<file path="src/rtl/call_return_controller_if.sv">
// Request/response bundle between a call/return requester and call_return_controller.
// The requester drives the level requests and operands; the controller answers with
// single-cycle acks and the registered restored-frame values.
interface call_return_controller_if #(
    parameter int DATA_WIDTH = 8,
    parameter int ADDR_WIDTH = 12
);
    logic                  call_req;
    logic                  ret_req;
    logic [ADDR_WIDTH-1:0] ret_pc_in;
    logic [ADDR_WIDTH-1:0] tos_in;
    logic [DATA_WIDTH-1:0] ret_val_in;
    logic                  call_ack;
    logic                  ret_ack;
    logic [ADDR_WIDTH-1:0] ret_pc_out;
    logic [ADDR_WIDTH-1:0] ret_tos_out;
    logic [DATA_WIDTH-1:0] ret_val_out;

    modport master (
        output call_req, ret_req, ret_pc_in, tos_in, ret_val_in,
        input  call_ack, ret_ack, ret_pc_out, ret_tos_out, ret_val_out
    );

    modport slave (
        input  call_req, ret_req, ret_pc_in, tos_in, ret_val_in,
        output call_ack, ret_ack, ret_pc_out, ret_tos_out, ret_val_out
    );
endinterface

</file>
<file path="src/rtl/call_return_controller.sv">
// Call/return frame controller: pushes the caller PC/TOS onto an external frame stack
// on a call and restores them (plus a return value) on a return.
// Optional build macro CALL_STACK_GUARD_EN: enables overflow/underflow protection and
// the sticky err flag. Without it the stack pointer wraps modulo MAX_DEPTH and err is 0.
//
// state   | meaning
// --------+-------------------------------------------------------------
// IDLE    | waiting; the only state that samples call_req / ret_req
// PUSH    | writing caller frame at stk_addr = depth
// POP_RD  | presenting stk_addr = depth-1 to the frame stack
// POP_CAP | capturing read data into ret_pc_out / ret_tos_out, depth--
// DONE    | pulsing call_ack or ret_ack for one cycle
module call_return_controller #(
    parameter int DATA_WIDTH = 8,
    parameter int ADDR_WIDTH = 12,
    parameter int MAX_DEPTH  = 64
) (
    input  logic                    clk,
    input  logic                    reset,
    call_return_controller_if.slave cr,
    input  logic                    err_clr,
    input  logic [ADDR_WIDTH-1:0]   stk_rdata_pc,
    input  logic [ADDR_WIDTH-1:0]   stk_rdata_tos,
    output logic [ADDR_WIDTH-1:0]   stk_addr,
    output logic                    stk_we,
    output logic [ADDR_WIDTH-1:0]   stk_wdata_pc,
    output logic [ADDR_WIDTH-1:0]   stk_wdata_tos,
    output logic [ADDR_WIDTH-1:0]   depth,
    output logic                    busy,
    output logic                    err
);

    if (MAX_DEPTH >= (1 << ADDR_WIDTH)) begin : g_bad_cfg
        $error("MAX_DEPTH must be below 2**ADDR_WIDTH");
    end

    typedef enum logic [2:0] {
        IDLE    = 3'd0,
        PUSH    = 3'd1,
        POP_RD  = 3'd2,
        POP_CAP = 3'd3,
        DONE    = 3'd4
    } state_t;

    localparam logic [ADDR_WIDTH-1:0] ONE        = ADDR_WIDTH'(1);
    localparam logic [ADDR_WIDTH-1:0] DEPTH_LAST = ADDR_WIDTH'(MAX_DEPTH - 1);

    state_t                  state, state_nxt;
    logic                    op_is_call, op_is_call_nxt;
    logic [ADDR_WIDTH-1:0]   depth_r, depth_nxt;
    logic [ADDR_WIDTH-1:0]   depth_inc, depth_dec;
    logic                    stack_full, stack_empty;
    logic                    err_r, err_set;
    logic                    latch_val, latch_frame;
    logic [ADDR_WIDTH-1:0]   pc_out_r, tos_out_r;
    logic [DATA_WIDTH-1:0]   val_out_r;

    // The decrement always wraps; with the guard enabled a pop never starts at 0, so
    // the wrap only matters in the unguarded build.
    assign depth_dec = (depth_r == '0) ? DEPTH_LAST : depth_r - ONE;

`ifdef CALL_STACK_GUARD_EN
    localparam logic [ADDR_WIDTH-1:0] DEPTH_MAX = ADDR_WIDTH'(MAX_DEPTH);
    // Guarded depth may legally reach MAX_DEPTH, so no wrap on increment.
    assign depth_inc   = depth_r + ONE;
    assign stack_full  = (depth_r == DEPTH_MAX);
    assign stack_empty = (depth_r == '0);
`else
    assign depth_inc   = (depth_r == DEPTH_LAST) ? '0 : depth_r + ONE;
    assign stack_full  = 1'b0;
    assign stack_empty = 1'b0;
`endif

    // State, operation type and stack pointer registers.
    always_ff @(posedge clk) begin
        if (reset) begin
            state      <= IDLE;
            op_is_call <= 1'b0;
            depth_r    <= '0;
        end else begin
            state      <= state_nxt;
            op_is_call <= op_is_call_nxt;
            depth_r    <= depth_nxt;
        end
    end

    // Next-state decode; guarded overflow/underflow skip straight to DONE and flag err.
    always_comb begin
        state_nxt      = state;
        op_is_call_nxt = op_is_call;
        depth_nxt      = depth_r;
        err_set        = 1'b0;
        latch_val      = 1'b0;
        latch_frame    = 1'b0;
        case (state)
            IDLE: begin
                if (cr.call_req) begin
                    op_is_call_nxt = 1'b1;
                    if (stack_full) begin
                        err_set   = 1'b1;
                        state_nxt = DONE;
                    end else begin
                        state_nxt = PUSH;
                    end
                end else if (cr.ret_req) begin
                    op_is_call_nxt = 1'b0;
                    if (stack_empty) begin
                        err_set   = 1'b1;
                        state_nxt = DONE;
                    end else begin
                        latch_val = 1'b1;
                        state_nxt = POP_RD;
                    end
                end
            end
            PUSH: begin
                depth_nxt = depth_inc;
                state_nxt = DONE;
            end
            POP_RD: begin
                state_nxt = POP_CAP;
            end
            POP_CAP: begin
                latch_frame = 1'b1;
                depth_nxt   = depth_dec;
                state_nxt   = DONE;
            end
            DONE: begin
                state_nxt = IDLE;
            end
            default: begin
                state_nxt = IDLE;
            end
        endcase
    end

    // Restored frame and return value; they hold until the next successful return.
    always_ff @(posedge clk) begin
        if (reset) begin
            pc_out_r  <= '0;
            tos_out_r <= '0;
            val_out_r <= '0;
        end else begin
            if (latch_val) begin
                val_out_r <= cr.ret_val_in;
            end
            if (latch_frame) begin
                pc_out_r  <= stk_rdata_pc;
                tos_out_r <= stk_rdata_tos;
            end
        end
    end

    // Sticky error flag; a set in the same cycle as err_clr wins. In the unguarded
    // build err_set is constant 0, so this flop never leaves its reset value.
    always_ff @(posedge clk) begin
        if (reset) begin
            err_r <= 1'b0;
        end else if (err_set) begin
            err_r <= 1'b1;
        end else if (err_clr) begin
            err_r <= 1'b0;
        end
    end

    // Write strobe and acks are gated by reset so an interrupted operation has no effect.
    assign stk_we        = (state == PUSH) && !reset;
    assign stk_addr      = ((state == POP_RD) || (state == POP_CAP)) ? depth_dec : depth_r;
    assign stk_wdata_pc  = cr.ret_pc_in;
    assign stk_wdata_tos = cr.tos_in;

    assign cr.call_ack    = (state == DONE) &&  op_is_call && !reset;
    assign cr.ret_ack     = (state == DONE) && !op_is_call && !reset;
    assign cr.ret_pc_out  = pc_out_r;
    assign cr.ret_tos_out = tos_out_r;
    assign cr.ret_val_out = val_out_r;

    assign depth = depth_r;
    assign busy  = (state != IDLE);
    assign err   = err_r;

endmodule

</file>
<file path="src/flat_wrapper.sv">
// flat-port wrapper written by rule: the top's interface ports become plain ports
module call_return_controller_flat 
#(
    parameter int DATA_WIDTH = 8,
    parameter int ADDR_WIDTH = 12,
    parameter int MAX_DEPTH  = 64
)
  (clk, reset, err_clr, stk_rdata_pc, stk_rdata_tos, stk_addr, stk_we, stk_wdata_pc, stk_wdata_tos, depth, busy, err, cr_call_req, cr_ret_req, cr_ret_pc_in, cr_tos_in, cr_ret_val_in, cr_call_ack, cr_ret_ack, cr_ret_pc_out, cr_ret_tos_out, cr_ret_val_out);
  call_return_controller_if #(.DATA_WIDTH(DATA_WIDTH), .ADDR_WIDTH(ADDR_WIDTH)) cr_i ();
  input  logic clk;
  input  logic reset;
  input  logic err_clr;
  input  logic [ADDR_WIDTH-1:0] stk_rdata_pc;
  input  logic [ADDR_WIDTH-1:0] stk_rdata_tos;
  output logic [ADDR_WIDTH-1:0] stk_addr;
  output logic stk_we;
  output logic [ADDR_WIDTH-1:0] stk_wdata_pc;
  output logic [ADDR_WIDTH-1:0] stk_wdata_tos;
  output logic [ADDR_WIDTH-1:0] depth;
  output logic busy;
  output logic err;
  input wire logic [$bits(cr_i.call_req)-1:0] cr_call_req;
  input wire logic [$bits(cr_i.ret_req)-1:0] cr_ret_req;
  input wire logic [$bits(cr_i.ret_pc_in)-1:0] cr_ret_pc_in;
  input wire logic [$bits(cr_i.tos_in)-1:0] cr_tos_in;
  input wire logic [$bits(cr_i.ret_val_in)-1:0] cr_ret_val_in;
  output wire logic [$bits(cr_i.call_ack)-1:0] cr_call_ack;
  output wire logic [$bits(cr_i.ret_ack)-1:0] cr_ret_ack;
  output wire logic [$bits(cr_i.ret_pc_out)-1:0] cr_ret_pc_out;
  output wire logic [$bits(cr_i.ret_tos_out)-1:0] cr_ret_tos_out;
  output wire logic [$bits(cr_i.ret_val_out)-1:0] cr_ret_val_out;
  assign cr_i.call_req = cr_call_req;
  assign cr_i.ret_req = cr_ret_req;
  assign cr_i.ret_pc_in = cr_ret_pc_in;
  assign cr_i.tos_in = cr_tos_in;
  assign cr_i.ret_val_in = cr_ret_val_in;
  assign cr_call_ack = cr_i.call_ack;
  assign cr_ret_ack = cr_i.ret_ack;
  assign cr_ret_pc_out = cr_i.ret_pc_out;
  assign cr_ret_tos_out = cr_i.ret_tos_out;
  assign cr_ret_val_out = cr_i.ret_val_out;
  call_return_controller #(.DATA_WIDTH(DATA_WIDTH), .ADDR_WIDTH(ADDR_WIDTH), .MAX_DEPTH(MAX_DEPTH)) u_core (.clk(clk), .reset(reset), .cr(cr_i), .err_clr(err_clr), .stk_rdata_pc(stk_rdata_pc), .stk_rdata_tos(stk_rdata_tos), .stk_addr(stk_addr), .stk_we(stk_we), .stk_wdata_pc(stk_wdata_pc), .stk_wdata_tos(stk_wdata_tos), .depth(depth), .busy(busy), .err(err));
endmodule
</file>
<file path="config.mk">
export PLATFORM = sky130hd
export DESIGN_NAME = call_return_controller_flat
export DESIGN_NICKNAME = d
export VERILOG_FILES = /design/src/rtl/call_return_controller_if.sv /design/src/rtl/call_return_controller.sv /design/src/flat_wrapper.sv
export SDC_FILE = /design/constraint.sdc
export NUM_CORES = 1
export LEC_CHECK = 0
export ABC_CLOCK_PERIOD_IN_PS = 2300
export CORE_MARGIN = 3
export CORE_UTILIZATION = 40
export CTS_BUF_LIST = sky130_fd_sc_hd__clkbuf_16
export DETAILED_ROUTE_END_ITERATION = 7
export HOLD_SLACK_MARGIN = 0.15
export PLACE_DENSITY = 0.92
export SYNTH_ARGS = -nofsm -noshare
export SYNTH_HDL_FRONTEND = slang
export SYNTH_SLANG_ARGS = --single-unit
export TNS_END_PERCENT = 5
</file>
<file path="constraint.sdc">
create_clock -name clk -period 2.3 [get_ports clk]
set_input_delay 0.46 -clock clk [delete_from_list [all_inputs] [get_ports clk]]
set_output_delay 0.46 -clock clk [all_outputs]
set_load 0.01 [all_outputs]
</file>
* Word level (Yosys, flattened, before mapping)
Index checks and enable logic that the tools add are counted.
** Cells by class
- $add $sub $neg :: 2
- Reduce and logical (&&, ||, !) cells :: 15
- Multiplexer cells :: 13
- Equal/unequal tests :: 6
** Operator list (count)
- 2-to-1 mux 12 bit :: 3
- case mux 12 bit (2 select lines) :: 1
- adder 12 x 1 -> 12 bit (second input constant) :: 1
- equality test 12 x 6 -> 1 bit (second input constant) :: 1
- zero test 12 bit :: 1
- subtractor 12 x 1 -> 12 bit (second input constant) :: 1
- case mux 3 bit (3 select lines) :: 1
- equality test 3 x 2 -> 1 bit (second input constant) :: 2
- 2-to-1 mux 1 bit :: 6
- 2-to-1 mux 3 bit :: 2
- logical AND 1 bit :: 5
- nonzero test 2 bit :: 2
- equality test 3 x 1 -> 1 bit (second input constant) :: 1
- equality test 3 bit (second input constant) :: 1
- zero test 3 bit :: 1
- != test 3 bit (second input constant) :: 1
- nonzero test 3 bit :: 1
- zero test 1 bit :: 2
- AND reduction 2 bit :: 1
- OR reduction 2 bit :: 1
- logical OR 1 bit :: 1
** Storage, ports and cells
- Input port bits :: 61
- Register bits :: 48
- Output and inout port bits :: 85
- Word-level logic and storage cells :: 42

* Longest topological paths before layout
- Depth after elaboration :: 3
- Gate-level depth with buffers :: 8
- Depth with buffers taken out :: 7

* Worst setup path before layout
OpenSTA, ideal clock, no wires.
- Path kind :: reg2out
- Start point :: register u_core.depth_r[0], in the netlist u_core.depth[0]
- End point :: output stk_addr[4]
- Stages on the path, launching flop included :: 9
- Required time :: 1.840 ns
- Path slack :: 0.076 ns
- Arrival time :: 1.764 ns
- Path buffers :: 2
- Cell sequence :: dfxtp_1 buf_4 inv_1 ha_1 buf_1 nor3b_1 o21a_1 nor2_1 a31oi_1
** On the way
- Word-level cells in the longest chain between the ends :: 3
- Elaborated cells on any way between the ends :: 4
- Those cells by class :: add/sub: 1; mux: 2; reduce/logical: 1
** Ends and longest elaborated chain
- from (decl) :: RTL line call_return_controller.sv:50 : logic [ADDR_WIDTH-1:0] depth_r, depth_nxt;
- from (signal assigned) :: RTL line call_return_controller.sv:83 : depth_r <= depth_nxt;
- subtractor 12 x 1 -> 12 bit / zero test 12 bit (equally long branches) :: RTL line call_return_controller.sv:60 : assign depth_dec = (depth_r == '0) ? DEPTH_LAST : depth_r - ONE;
- 2-to-1 mux 12 bit (*) :: RTL line call_return_controller.sv:60
- 2-to-1 mux 12 bit (*) :: RTL line call_return_controller.sv:168 : assign stk_addr = ((state == POP_RD) || (state == POP_CAP)) ? depth_dec : depth_r;
- to (decl) :: RTL line flat_wrapper.sv:15 : output logic [ADDR_WIDTH-1:0] stk_addr;
Every way passes the cells marked *; elsewhere a longest branch is shown, timed or not.

* Final worst setup path
- Start point :: register u_core.depth_r[2], in the netlist u_core.depth[2]
- End point :: output stk_addr[11]
Same word-level chain as after synthesis.

==> qor.csv <==
metric,value,unit
status,"complete, but fails checks",
violations,setup timing,
hold_viol,0,
cts_buffers,5,
slew_viol_final,0,
via_per_inst,5.45,
die_w,89.7,um
endpoint_kind,output pin,
cts_buffer_depth,2,
drt_iter0_drc,190,
p_total,2.63,mW
setup_viol,10,
grt_max_degree,28,
top_usage_layer,met2,
root_buffer,clkbuf_16,
ys_seq_area_frac,0.343,
antenna_found_initial,0,
ys_types,55,
drive_gt1_frac,0.265,
critPathArrivalTime,2010,ps
synthTopCellsByCount,"67 x nand2_1, 48 x dfxtp_1, 41 x a21oi_1",
min_from,u_core.cr.ret_pc_out[4],
routed_wl,9.29,mm
yosysTopAreaCell,dfxtp_1,
synth_ff_type,dfxtp_1,
worstPathRequired,1840,ps
crit_start,u_core.depth[2],
power.density,602,nW/um2
die_h,89.7,um
rows,29,
die-area,8040,um2
vias,3163,
critPathKind,register to output pin,
r2r-start,u_core.depth[2],
mappedNetlistNets,430,
dp_hpwl,6.68,mm
gp_congestion,0.959,
worst_slack,-171,ps
dp.cells,556,
post-route-period-util,1.07,
grt_setup_unrepaired,yes,
path_clk_slew,70,ps
finish.utilization,0.665,
cp-start-kind,register,
synth_area,2800,um2
reg2reg_depth,11,
grt_pass1_wl,14.0,mm
syn-instance-count,366,
cts_htree_levels,2,
postSynthAreaPerCell,7.65,um2
first_pass_iters,5,
yosys_warnings,0,
cts_sinks,48,
gr-usage-met1,0.263,
grt_usage,0.222,
diodes,0,
grt_overflow_total,0,
ios,146,
areaGrowthSynthToFinish,55.8,%
skew,5.43,ps
nets,550,
fin_cells,580,
final_antenna_net_count,0,
final_area,4360,um2
fmax,405,MHz
cap_violations,0,
cellLeakagePower,1.72,nW
place_area,3960,um2
whs_path_depth,2,
tns,-896,ps
netlist.area_leader.share,0.343,
clock_latency,280,ps
first_global_vias,3026,
hold_class,register to register,
grtUsageMet3,0.0493,
synthArstFlopShare,0,
core_area,6570,um2
fin_crit,2470,ps
yosysMostFrequentCell,nand2_1,
drc_errors,0,
nFillCells,552,
worstPathMaxFanout,4,
synth_edf_count,0,
initial_core_util,0.427,
ys_ff_latch,48,
grtUsageMet2,0.390,
synthTopCellsByArea,"dfxtp_1 34%, nand2_1 9.0%, a21oi_1 7.3%",
vdd_drop_max,0.000414,V
tritoncts,done,
drt-wirelength-per-cell,16.0,um
numPortBuffers,95,
-- registers in the layout, indices dropped and copies added (netlist names) --
name,count
u_core.cr.ret_val_out,8
u_core.op_is_call,1
u_core.cr.ret_pc_out,12
u_core.cr.ret_tos_out,12
u_core.depth,12
u_core.state,3
-- worst paths after layout --
kind	endpoint	slack, ps
hold reg to reg	u_core.cr.ret_pc_out[4]	450
setup reg to reg	u_core.depth[9]	-50
setup / recovery	stk_addr[11]	-170
hold / removal	u_core.cr.ret_pc_out[4]	450
-- repair_timing --
action,CTS,global route
endpoints found under the hold margin,0,0
buffers inserted,14,2
pin swaps,13,8
hold buffers,0,0
gates resized for setup,78,11
endpoints found under the setup margin,12,15
-- worst max-delay path: stages, from the launching register on --
cell and delay [ps]:
dfxtp_2 350, or4_4 580, buf_12 160, nor3_4 110, nand2_1 90, mux2_4 310
buf_6 120
-- layout make-up --
| cell class | count | area (um2) | area share |
|---|---|---|---|
| tap | 93 | 116 | 0.0267 |
| inverter | 6 | 22.5 | 0.00516 |
| clock inverter | 3 | 18.8 | 0.00430 |
| sequential | 48 | 966 | 0.221 |
| timing repair buffer | 166 | 1460 | 0.335 |
| clock buffer | 5 | 125 | 0.0287 |
| multi-input combinational | 259 | 1650 | 0.379 |
-- layout by cell type, fill, tap and decap left out, types with 6 or more instances in the layout --
cell type / synthesis / layout
nor3_1: 13 / 10
nor2_1: 26 / 24
dfxtp_1: 48 / 44
buf_2: 3 / 10
inv_1: 6 / 6
a21oi_1: 41 / 40
o21ai_1: 1 / 6
nand2_1: 67 / 66
mux2i_1: 8 / 8
o21ai_0: 14 / 8
buf_4: 27 / 67
clkdlybuf4s50_1: 0 / 81
-- cell families (layout without fill, tap and decap cells) --
logic type | Yosys count | after routing | share of synthesized area
buf+inv | 59 | 180 | 0.122
mux | 12 | 12 | 0.0447
fa+ha+maj | 3 | 3 | 0.0134
xor+xnor | 6 | 6 | 0.0188
flops | 48 | 48 | 0.343
compound gates | 89 | 89 | 0.193
simple gates | 148 | 148 | 0.264
other cells | 1 | 1 | 0.00134
-- layer usage --
metal	wire length, um	vias up
met5	0	-
met4	242	0
met3	718	33
met2	4630	152
met1	3690	1483
li1	-	1495
-- where the power goes --
part           internal (mW)  switching, mW  total, mW
clock network          0.399          0.305      0.704
registers              0.865         0.0292      0.894
logic                  0.553          0.476       1.03
-- per-stage QoR --
step	hold WS (ps)	setup WS (ps)
floorplan	480	76.2
global placement	442	-155
detailed placement	446	-201
CTS	455	-148
global route	477	-205
finish	453	-171
Note: power is estimated with default switching activity, not from simulation.
==> variant, RTL diff (same flow settings) <==
`ADDR_WIDTH` is set to 12 in 3 places; all go to 13.
--- a/src/rtl/call_return_controller_if.sv
+++ b/src/rtl/call_return_controller_if.sv
@@ -5,3 +5,3 @@
     parameter int DATA_WIDTH = 8,
-    parameter int ADDR_WIDTH = 12
+    parameter int ADDR_WIDTH = 13
 );
--- a/src/rtl/call_return_controller.sv
+++ b/src/rtl/call_return_controller.sv
@@ -14,3 +14,3 @@
     parameter int DATA_WIDTH = 8,
-    parameter int ADDR_WIDTH = 12,
+    parameter int ADDR_WIDTH = 13,
     parameter int MAX_DEPTH  = 64
--- a/src/flat_wrapper.sv
+++ b/src/flat_wrapper.sv
@@ -4,3 +4,3 @@
     parameter int DATA_WIDTH = 8,
-    parameter int ADDR_WIDTH = 12,
+    parameter int ADDR_WIDTH = 13,
     parameter int MAX_DEPTH  = 64
Ports: changed (10 resized); port bits go from 146 to 156. No check against the original RTL was run, so the function may have changed too.
==> variant against the original RTL <==
The run still ends with negative setup slack left; sequential power is 5.1% higher; total power is 1.8% lower; worst setup slack worse by 62 ps; sequential cell count is 3 higher; count of clock-buffer cells in the layout stayed put; critical endpoint unchanged; highest routed layer unchanged; critical path depth is 1 higher; die area is 3.1% higher; wire length is 2.8% higher; final area is 3.1% higher; area after synthesis is 3.3% higher.
==> variant: results (changes against the original RTL) <==
* Number of global-route vias before repair at 3094 (+2.2%)
* CP arrival at 2070 ps (+60 ps)
* Non-clock buffers at 167 (+0.60%)
* GP Congestion at 0.931 (-3.0%)
* WL final at 9540 um (+2.8%)
* Mean Syn Cell Area at 7.62 sq um (-0.46%)
* Register Area at 1030 sq um (+6.3%)
* First-pass GRT wire length at 15000 um (+7.2%)
* Post-DP HPWL at 6510 um (-2.5%)
* Failing checks: negative setup slack
* Via count at 3254 (+2.9%)
* Clock Sinks at 51 (+6.3%)
* First DRT Iteration DRCs at 252 (+33%)
* Multi-input gates at 266 (+2.7%)
* Pre-antenna DRT Iters at 6 (+1)
* Mux cell area share after synthesis at 0.0462 (+0.00158)
* Filler cell count at 583 (+5.6%)
* Compound-gate portion of the synthesized area at 0.170 (-0.0227)
* Final setup viols at 8 (-2)
* Syn nets at 447 (+4.0%)
* Status: finished, violations left
* Place WS at -487 ps (-285 ps)
* Non-Clock Buffer Area Fraction at 0.326 (-0.00894)
* Nets@finish at 565 (+2.7%)
* Final WS setup at -233 ps (-62.0 ps)
* Setup TNS at -1110 ps (-212 ps)
* CP max stage delay at 490 ps (-90 ps)
* Clk tree area frac at 0.0323 (-0.000712)
* Synth cell types at 57 (+3.6%)
* Total Routing Usage GR at 0.216 (-0.00598)
* Leakage power of the design at 1.76 nW (+2.3%)
* Synth area leaders: dfxtp_1 (35%), nand2_1 (9.7%), buf_4 (7.3%)
* Post-Synth XOR/XNOR Area at 0.0212 (+0.00242)
* Non-clock inverters at 7 (+1)
* Worst-path fanout max at 6 (+2)
* Layout cells sized above 1 at 0.259 (-0.00637)
* Synth top cells by count: nand2_1 (75), dfxtp_1 (51), a21oi_1 (38), nor2_1 (31), buf_4 (28)
* Sequential share of the synthesized area at 0.353 (+0.00963)
* Footprint of the multi-input gates at 1710 sq um (+3.6%)
* Inst Count DP at 576 (+3.6%)
==> variant: cell count changes in the layout (fill, tap and decap cells not counted), sizes merged, moves of 5 or more <==
cell           change
clkdlybuf4s50      +7
a31oi              -5
nor2               +5
nand2              +8
buf                -5
==> variant: cells by family after synthesis <==
| family | after synthesis |
|---|---|
| simple gates | 162 |
| flops | 51 |
| other cells | 1 |
| xor+xnor | 7 |
| compound gates | 81 |
| mux | 13 |
| buf+inv | 63 |
| fa+ha+maj | 2 |
==> variant: path summary, 6_finish.rpt <==
kind / startpoint / to / slack (ps) / cells past startpoint
worst min-delay path: u_core.cr.ret_pc_out[5]$_SDFFE_PP0P_ / u_core.cr.ret_pc_out[5]$_SDFFE_PP0P_ / 460 / 2
worst max-delay path: u_core.depth[0]$_SDFFE_PP0P_ / stk_addr[11] / -230 / 7
worst min register to register: u_core.cr.ret_pc_out[5]$_SDFFE_PP0P_ / u_core.cr.ret_pc_out[5]$_SDFFE_PP0P_ / 460 / 2
worst max register to register: u_core.depth[0]$_SDFFE_PP0P_ / u_core.depth[7]$_SDFFE_PP0P_ / 70 / 7
==> variant: report_power, final <==
group	total, mW	switching, mW	internal (mW)
combinational	0.906	0.434	0.472
sequential	0.940	0.0255	0.915
clock	0.735	0.333	0.402
total	2.58	0.793	1.79
==> variant: metal layers <==
layer / routed length [um] / GRT usage / vias up / share of wire
li1: - / - / 1514 / -
met1: 3450 / 0.250 / 1512 / 0.36
met2: 4860 / 0.379 / 193 / 0.51
met3: 983 / 0.0630 / 35 / 0.10
met4: 252 / 0.0754 / 0 / 0.026
met5: 0 / 0 / - / 0
==> variant: timing repair <==
item,CTS,global route
gates resized for setup,68,27
pin swaps,7,4
setup buffers,8,3
endpoints found under the setup margin,13,18
gates cloned,0,0
